File: src/rtl/alu_issue.sv
// alu_issue: decodes RV32I OP/OP-IMM into an ALU operand bundle behind a registered output FIFO
module alu_issue #(
   parameter int DEPTH = 2
) (
   input  logic        clk,
   input  logic        rst,
   input  logic        in_valid,
   output logic        in_ready,
   input  logic [31:0] in_instr,
   input  logic [31:0] in_rs1_data,
   input  logic [31:0] in_rs2_data,
   input  logic        flush,
   output logic        out_valid,
   input  logic        out_ready,
   output logic [31:0] Op1,
   output logic [31:0] Op2,
   output logic [3:0]  Alu_Control,
   output logic [4:0]  out_rd,
   output logic        out_we,
   output logic        illegal,
   output logic [15:0] issued_count
);
   localparam int AW = $clog2(DEPTH);
   localparam logic [AW:0] L_DEPTH = (AW+1)'(DEPTH);
   logic [6:0]    w_opc, w_f7;
   logic [2:0]    w_f3;
   logic          w_op, w_opi, w_sh, w_legal, w_accept, w_push, w_pop, w_unused;
   logic [31:0]   w_op2;
   logic [3:0]    w_ctrl;
   logic [AW:0]   r_count;
   logic [AW-1:0] r_wptr, r_rptr;
   logic          r_illegal;
   logic [15:0]   r_issued;
   logic [31:0]   r_op1 [DEPTH];
   logic [31:0]   r_op2 [DEPTH];
   logic [3:0]    r_ctrl [DEPTH];
   logic [4:0]    r_rd [DEPTH];
   logic          r_we [DEPTH];
   assign w_opc    = in_instr[6:0];
   assign w_f3     = in_instr[14:12];
   assign w_f7     = in_instr[31:25];
   assign w_unused = ^in_instr[19:15];
   // Decode: legality, second operand and ALU control; shift immediates are zero-extended shamt
   always_comb begin
      w_op    = w_opc == 7'b0110011;
      w_opi   = w_opc == 7'b0010011;
      w_sh    = w_opi & (w_f3[1:0] == 2'b01);
      w_legal = w_op  ? (w_f7 == 7'h00) | ((w_f7 == 7'h20) & ((w_f3 == 3'b000) | (w_f3 == 3'b101))) :
                w_opi ? ((w_f3 == 3'b001) ? (w_f7 == 7'h00) :
                         (w_f3 == 3'b101) ? ((w_f7 == 7'h00) | (w_f7 == 7'h20)) : 1'b1) : 1'b0;
      w_op2   = w_op ? in_rs2_data : w_sh ? {27'b0, in_instr[24:20]} : {{20{in_instr[31]}}, in_instr[31:20]};
      w_ctrl  = {w_f3, w_op ? in_instr[30] : (w_opi & (w_f3 == 3'b101) & in_instr[30])};
   end
   assign in_ready  = ~rst & ~flush & (r_count != L_DEPTH);
   assign w_accept  = in_valid & in_ready;
   assign w_push    = w_accept & w_legal;
   assign out_valid = r_count != '0;
   assign w_pop     = out_valid & out_ready;
   // FIFO occupancy, pointers, illegal pulse and handshake counter; flush empties but still counts a pop
   always_ff @(posedge clk or posedge rst) begin
      if (rst) begin
         r_count   <= '0;
         r_wptr    <= '0;
         r_rptr    <= '0;
         r_illegal <= 1'b0;
         r_issued  <= '0;
      end else begin
         r_illegal <= w_accept & ~w_legal;
         r_issued  <= r_issued + 16'(w_pop);
         r_count   <= flush ? '0 : r_count + (AW+1)'(w_push) - (AW+1)'(w_pop);
         r_wptr    <= flush ? '0 : r_wptr + AW'(w_push);
         r_rptr    <= flush ? '0 : r_rptr + AW'(w_pop);
      end
   end
   // Entry storage written on a legal accept
   always_ff @(posedge clk or posedge rst) begin
      if (rst) begin
         for (int i = 0; i < DEPTH; i++) begin
            r_op1[i]  <= '0;
            r_op2[i]  <= '0;
            r_ctrl[i] <= '0;
            r_rd[i]   <= '0;
            r_we[i]   <= 1'b0;
         end
      end else if (w_push) begin
         r_op1[r_wptr]  <= in_rs1_data;
         r_op2[r_wptr]  <= w_op2;
         r_ctrl[r_wptr] <= w_ctrl;
         r_rd[r_wptr]   <= in_instr[11:7];
         r_we[r_wptr]   <= in_instr[11:7] != 5'd0;
      end
   end
   assign Op1          = r_op1[r_rptr];
   assign Op2          = r_op2[r_rptr];
   assign Alu_Control  = r_ctrl[r_rptr];
   assign out_rd       = r_rd[r_rptr];
   assign out_we       = r_we[r_rptr];
   assign illegal      = r_illegal;
   assign issued_count = r_issued;
endmodule

File: config.mk
export PLATFORM = sky130hd
export DESIGN_NAME = alu_issue
export DESIGN_NICKNAME = d
export VERILOG_FILES = /design/src/rtl/alu_issue.sv
export SDC_FILE = /design/constraint.sdc
export NUM_CORES = 1
export LEC_CHECK = 0
export ABC_AREA = 1
export CAP_MARGIN = 20
export CORE_ASPECT_RATIO = 1.4
export CORE_UTILIZATION = 50
export DETAILED_ROUTE_END_ITERATION = 16
export GPL_ROUTABILITY_DRIVEN = 0
export PLACE_DENSITY = 0.82
export SYNTH_ARGS = -nofsm -noshare
export SYNTH_HDL_FRONTEND = slang
export SYNTH_SLANG_ARGS = --single-unit
export TNS_END_PERCENT = 5
File: constraint.sdc
create_clock -name clk -period 5.52 [get_ports clk]
set_input_delay 0.552 -clock clk [delete_from_list [all_inputs] [get_ports clk]]
set_output_delay 0.552 -clock clk [all_outputs]
set_load 0.05 [all_outputs]
-- Word-level counts from Yosys, hierarchy flattened
Cells that the tools add are included.
- reductions and logical operators: 5
- muxes and demuxes: 38
- equal/unequal tests: 7
- bitwise gates (word level): 18
- magnitude comparators: 3
- $add $sub $neg: 5
- operator list (cell ; number):
    $mux 32 ; 9
    $bwmux 64 ; 2
    $demux 32 s1 ; 1
    $mux 5 ; 4
    $add 16x1->16 ; 1
    $mux 4 ; 4
    $eq 7x6->1 const B ; 2
    $mux 1 ; 11
    $and 1x1->1 ; 10
    $bwmux 10 ; 1
    $bwmux 8 ; 1
    $eq 7x5->1 const B ; 1
    $logic_not 7->1 ; 1
    $demux 5 s1 ; 1
    $reduce_bool 5->1 ; 1
    $demux 4 s1 ; 1
    $ge 2x2->1 const B ; 2
    $not 1->2 ; 2
    $eq 3x1->1 const B ; 1
    $eq 3x3->1 const B ; 1
    $logic_not 3->1 ; 1
    $not 1->1 ; 3
    $or 1x1->1 ; 3
    $add 1x1->1 ; 2
    10 further kinds ; 10
- bits of input ports: 101
- flip-flop bits (word level): 169

-- Longest topological paths before layout
Gate-level depths: netlist of run 1.
- depth after elaboration: 10
- mapped depth: 13
- mapped depth without buffers: 10

-- Worst setup path before layout of run 1
No wires, ideal clock.
- path kind: input to register
- start point: in rst
- end point: reg r_op2[37] (netlist name)
- data required time: 5.403 ns
- arrival: 3.030 ns
- slack: 2.373 ns
- setup time: 0.117 ns
- stages: 10
- cells stage by stage: a211oi_1 nand2_1 nor2_1 ha_1 buf_2 inv_1 buf_2 buf_2 nand2_1 nand2_1
- cells in the longest elaborated chain, start to end: 5
- RTL lines (what ; line ; text):
    from (decl) ; 6 ; input logic rst,
    $not 1->1 ; 54 ; assign in_ready = ~rst & ~flush & (r_count != L_DEPTH);
    $and 1x1->1 (2 in a row) ; 54 ;
    $and 1x1->1 ; 55 ; assign w_accept = in_valid & in_ready;
    $and 1x1->1 ; 56 ; assign w_push = w_accept & w_legal;
    to (signal, indexed assignment) ; 87 ; r_op2[r_wptr] <= w_op2;
    to (decl) ; 35 ; logic [31:0] r_op2 [DEPTH];
Every way passes these cells.
A chain may end at the register's enable or synchronous reset.

-- Final worst setup path of run 1
- start point: reg r_rptr
- end point: out Op1[27]
- cells in the longest elaborated chain, start to end: 4
- RTL lines (what ; line ; text):
    from (decl) ; 31 ; logic [AW-1:0] r_wptr, r_rptr;
    from (signal assigned) ; 72 ; r_rptr <= flush ? '0 : r_rptr + AW'(w_pop);
    $not 1->2 (implied by the code) ; 93 ; assign Op1 = r_op1[r_rptr];
    $mux 32 (implied by the code) (3 in a row) ; 93 ;
    to (decl) ; 15 ; output logic [31:0] Op1,
Every way passes these cells. The select of a mux whose other input is x is not followed.

==> metrics, run 1 <==
Critical Path RT=4970 ps; clock tree buffer depth=2; Layout Nets=about 1300; Final Cell Area=10600 um2; Wirelength per Cell=~15 um; CTS tree=done; syn_nets=approximately 1100; I/O Buffers=around 190; leakage power=approximately 5.3 nW; synthesized area=approximately 8000 um2; First DRT Iteration DRCs=between 300 and 400; VDD IR-drop max=195 uV; area delta synth->final=31.8%; DIE WIDTH=approximately 110 um; antenna-violating nets left=0; total gr overflow=0; Max Slew Vio Count=0; crit-path max FO=67; Worst-path clk slew=70 ps; EDFF count, synth=0; share of cells above drive strength 1=0.0645; Post-CTS Hold Fix Bufs=0; post-CTS sizing=0; CTS Buf Count=17; Core Area=~16000 um2; n_diodes=0; final wirelength=between 20000 and 25000 um; Max Fclk=about 0.28 GHz; first-pass GRT wire length=~33000 um; Die Y=between 150 and 200 um; status=complete, no violations; setup violators final=0; WS Path Type=flip-flop to primary output; Worst Skew=just over 9 ps; CP Capture Type=primary output; vias in the first global route=between 6000 and 7000; Synth cell types=30; die area=16500 um2; # DRC=0; pwr dens=between 300 and 400 nW/um2; Syn Area/Cell=around 7.7 um2; register bit total from synthesis=169; antenna violations before repair=0; via count=7137; # Max-Cap Violations=0; H-tree levels=4; relative slew slack=0.339; Fin. Hold Viols=0; clk sink count=roughly 170; Final Cycle Share=0.654; total power=around 0.0033 W; RSZ-0062 raised after global routing=no; worst hold margin=~470 ps; root buffer cell=clkbuf_16; Post-CTS Setup Bufs=0; sequential-to-total area share from yosys stat=0.528; yosys warns=0; clock latency on the worst-skew pair=~420 ps; largest net degree at the start of global routing=98; first-pass detailed-route iteration total=5; Final TNS setup=0 ps; vias per inst=a little over 5; Async SR Flop Fraction=1.00; Initial Utilization=0.513; critical path arrival=slightly above 3000 ps; top_reg_cell synth=dfrtp_1; floorplan row count=54; GRT Util Overall=0.258; Worst Max-Slew Pin Slew=991 ps; crit start category=flip-flop; DPL Wire Length=13000 um; Worst Hold Class=flip-flop to flip-flop; Cells after Synth=approximately 1000; final period demand of the worst path=3610 ps; Post-DP Area=between 9000 and 10000 um2; # IOs=194
==> registers in the layout, indices dropped and copies added (netlist names) <==
register      count
r_ctrl            8
r_wptr            1
r_rd             10
r_rptr            1
r_op2            64
r_count           2
r_we              2
illegal           1
r_op1            64
issued_count     16
==> synthesized netlist by cell type, types with 5 or more instances <==
cell | instances | share of area
nor2_1 | 19 | 0.0089
inv_1 | 71 | 0.033
o21ai_0 | 89 | 0.056
clkbuf_1 | 21 | 0.0098
xor2_1 | 11 | 0.012
dfrtp_1 | 169 | 0.53
nand2_1 | 508 | 0.24
ha_1 | 6 | 0.0094
buf_2 | 22 | 0.014
nand3_1 | 48 | 0.030
nand3b_1 | 5 | 0.0047
nand2_2 | 24 | 0.019
nor3_1 | 5 | 0.0031
o21ai_1 | 5 | 0.0031
buf_1 | 8 | 0.0037
==> power by group <==
part | switching (W) | internal [W] | total, W
sequential | 0.0000468 | 0.00127 | 0.00132
combinational | 0.000480 | 0.000241 | 0.000721
clock | 0.000509 | 0.000730 | 0.00124
total | 0.00104 | 0.00224 | 0.00328
==> path summary, 6_finish.rpt <==
path | startpoint | end | slack (ps) | depth (start not counted)
max in group asynchronous | rst | r_we[1]$_DFFE_PP0P_ | 3750 | 3
worst min register to register | r_op1[1]$_DFFE_PP0P_ | r_op1[1]$_DFFE_PP0P_ | 470 | 2
worst min-delay path | r_op1[1]$_DFFE_PP0P_ | r_op1[1]$_DFFE_PP0P_ | 470 | 2
worst max register to register | r_count[1]$_DFF_PP0_ | r_op1[59]$_DFFE_PP0P_ | 2660 | 6
worst max-delay path | r_rptr$_DFF_PP0_ | Op1[27] | 1910 | 4
min in group asynchronous | rst | r_op1[0]$_DFFE_PP0P_ | 670 | 2
==> area by class of cell <==
type	count	area, um2
Clock buffer	19	443
Clock inverter	12	166
Fill cell	1284	5050
Inverter	75	287
Multi-Input combinational cell	739	3250
Sequential cell	169	4230
Tap cell	196	245
Timing Repair Buffer	195	1930
==> placed cells by master, fill, tap and decap left out, types with 2 or more instances in the layout <==
master and instances:
nand3_1 48, nand2_1 508, bufinv_16 3, nor3_2 2, nor2_1 19, inv_6 4, dfrtp_1 168, clkinvlp_4 4
o21ai_1 5, clkbuf_16 17, ha_1 4, buf_4 7, o21ai_0 89, nand2_2 24, nand3b_1 5, a31oi_1 2
inv_2 5, nor3_1 5, nand4_1 3, xor2_1 11, clkdlybuf4s50_1 188, inv_1 69, xnor2_1 3, nor2_4 2
==> cell families (layout without fill, tap and decap cells) <==
family	Yosys count	in the layout	share of synthesized area
buffers and inverters	131	301	0.0681
adder cells (fa/ha/maj)	6	6	0.00937
XOR/XNOR	14	14	0.0153
AO/OA/AOI/OAI	98	98	0.0622
AND/OR/NAND/NOR	621	621	0.317
flip-flops	169	169	0.528
==> metal layers <==
metal | vias to the layer above | GRT usage | part of all wire
li1 | 3514 | - | -
met1 | 3366 | 0.326 | 0.41
met2 | 236 | 0.437 | 0.50
met3 | 21 | 0.0552 | 0.070
met4 | 0 | 0.0878 | 0.016
met5 | - | 0 | 0
==> critical path, stage by stage, from the launching register on <==
cell and delay (ps):
dfrtp_4 910, buf_4 560, nand2_1 110, o21ai_0 140
clkdlybuf4s50_1 850
==> through the flow <==
stage / util / setup WS [ps] / std cells
6_report: 0.677 / 1910 / 1405
4_1_cts: 0.677 / 1910 / 1405
5_1_grt: 0.677 / 1790 / 1405
3_3_place_gp: 0.638 / 2020 / 1374
3_5_place_dp: 0.638 / 1920 / 1374
2_1_floorplan: - / 393 / 1039
Power figures use the tool's default switching activity.
==> run 2, diff against run 1 <==
CORE_UTILIZATION = 45   (was 50)
PLACE_DENSITY = 0.78   (was 0.82)
clock period = 3.1 ns   (was 5.52 ns; I/O delays follow)
==> metrics, run 2 (synthesized netlist as in run 1, its figures left out) <==
Max Slew Vio Count=0 (unchanged); Post-CTS Hold Fix Bufs=0 (unchanged); CP dominant cell by count=nand2_1; critical path depth=4 (unchanged); relative slew slack=0.558 (+0.220); area of the multi-input gates=3250 um2 (unchanged); Max Fclk=between 0.3 and 0.4 GHz; leakage power=5.42 nW (+1.8%); Initial Utilization=0.460 (-0.0529); register area=4230 um2 (unchanged); DIE WIDTH=115 um (+5.3%); area delta synth->final=34.4%; vias per inst=4.90 (-3.6%); Worst Hold Class=input pin to async pin; largest net degree at the start of global routing=73 (-26%); # DRC=0 (unchanged); n_diodes=0 (unchanged); Int Pwr=0.00383 W (+71%); first-pass GRT wire length=34000 um (+2.8%); GRT Util Overall=0.237 (-0.0214); WS Path Type=flip-flop to primary output; Critical Path RT=2790 ps (-2180 ps); Register-to-Register Path Depth=8 (+2); Layout Nets=1319 (+1.2%); vias in the first global route=7052 (+2.5%); Worst Skew=6.20 ps (-2.87 ps); floorplan row count=57 (+5.6%); crit-path max FO=55 (-18%); Final Cell Area=10800 um2 (+1.9%); VDD IR-drop max=382 uV (+96%); share of cells above drive strength 1=0.0808 (+0.0163); First DRT Iteration DRCs=442 (+21%); Combinational Power Share=0.235 (+0.015); sequential power share=0.413 (+0.011); CTS Buf Count=17 (unchanged); total power=0.00566 W (+73%); clk sink count=169 (unchanged); CTS tree=done; Final Cycle Share=0.940; clock latency on the worst-skew pair=420 ps (about the same); status=complete, no violations; Final TNS setup=0 ps (unchanged); final period demand of the worst path=between 2000 and 3000 ps; CP Capture Type=primary output; clock tree buffer depth=2 (unchanged); most frequent cells in the layout=nand2_1, clkdlybuf4s50_1, dfrtp_1; crit start category=flip-flop; via count=7155 (+0.25%); Post-CTS Setup Bufs=0 (unchanged); setup violators final=0 (unchanged); most common cell after layout, fill and taps aside=nand2_1; post-CTS sizing=0 (unchanged); FILL cells=1580 (+23%); largest stage delay on the critical path=820 ps (-90 ps); critical path arrival=2610 ps (-450 ps); Worst Max-Slew Pin Slew=661 ps (-330 ps); Post-DP Area=10200 um2 (+2.6%); Die Y=160 um (+5.3%); RSZ-0062 raised after global routing=no; CP Buf/Inv Count=2 (unchanged); pwr dens=526 nW/um2 (+69%); slowest cell on the critical path=dfrtp_4; root buffer cell=clkbuf_16; Core Area=17400 um2 (+11%); final setup margin=185 ps (-1730 ps); switching share of power=0.323 (+0.00717); die area=18300 um2 (+11%); Fin. Hold Viols=0 (unchanged); antenna violations before repair=0 (unchanged); Worst-path clk slew=70 ps (about the same); pre-CTS setup slack=248 ps (-1670 ps); first-pass detailed-route iteration total=5 (unchanged); total gr overflow=0 (unchanged); clock power share=0.352 (-0.026); Net Switching=0.00183 W (+77%); # IOs=194 (unchanged); antenna-violating nets left=0 (unchanged); final wirelength=20400 um (+0.31%); # Max-Cap Violations=0 (unchanged); H-tree levels=4 (unchanged); DPL Wire Length=13900 um (+6.6%); Critical Path, Cell by Cell=buf_4 -> nand2_1 -> nand2_1 -> clkdlybuf4s50_1; Top delay family on crit path=buffers and inverters; Wirelength per Cell=14.0 um (-3.5%); I/O Buffers=188 (unchanged)
## run 2: cell types whose count changed in the layout (fill, tap and decap cells not counted)
cell	delta
buf_4	+11
buf_12	+9
clkdlybuf4s50_1	-5
clkinv_2	+5
bufinv_16	-2
inv_6	-2
clkbuf_8	-1
clkinv_4	+1
## run 2: layout make-up
| type | instances | share of cell area |
|---|---|---|
| Timing Repair Buffer | 210 | 0.199 |
| Sequential cell | 169 | 0.393 |
| Clock inverter | 14 | 0.0115 |
| Tap cell | 236 | 0.0274 |
| Multi-Input combinational cell | 739 | 0.302 |
| Clock buffer | 18 | 0.0399 |
| Inverter | 75 | 0.0265 |
## run 2: power by group through the flow
stage | sequential, W | combinational (W) | clock [W]
final | 0.00234 | 0.00133 | 0.00200
after global routing | 0.00235 | 0.00140 | 0.00214
after CTS | 0.00234 | 0.00134 | 0.00205
after detailed placement | 0.00238 | 0.00134 | 0
after global placement | 0.00238 | 0.00133 | 0
after floorplan | 0.00242 | 0.000767 | 0
## run 2: through the flow
stage	instances	util	hold slack (ps)
floorplan	1039	-	375
global placement	1429	0.587	453
detailed placement	1429	0.587	458
CTS	1461	0.619	362
global route	1461	0.619	406
finish	1461	0.619	367
## run 2: final timing paths
kind | slack, ps | from | to
min in group clk | 450 | in_rs1_data[22] | r_op1[22]$_DFFE_PP0P_
max in group asynchronous | 2080 | rst | r_op1[10]$_DFFE_PP0P_
hold / removal | 370 | rst | issued_count[2]$_DFF_PP0_
hold reg to reg | 470 | r_rd[2]$_DFFE_PP0P_ | r_rd[2]$_DFFE_PP0P_
setup / recovery | 180 | r_rptr$_DFF_PP0_ | Op2[12]
setup reg to reg | 920 | r_count[1]$_DFF_PP0_ | r_op2[2]$_DFFE_PP0P_
## run 2: layer usage
layer  routed length, um  global-route usage
met2               10100               0.397
met3                1290              0.0565
met4                 483              0.0909
met5                   0                   0
met1                8610               0.293
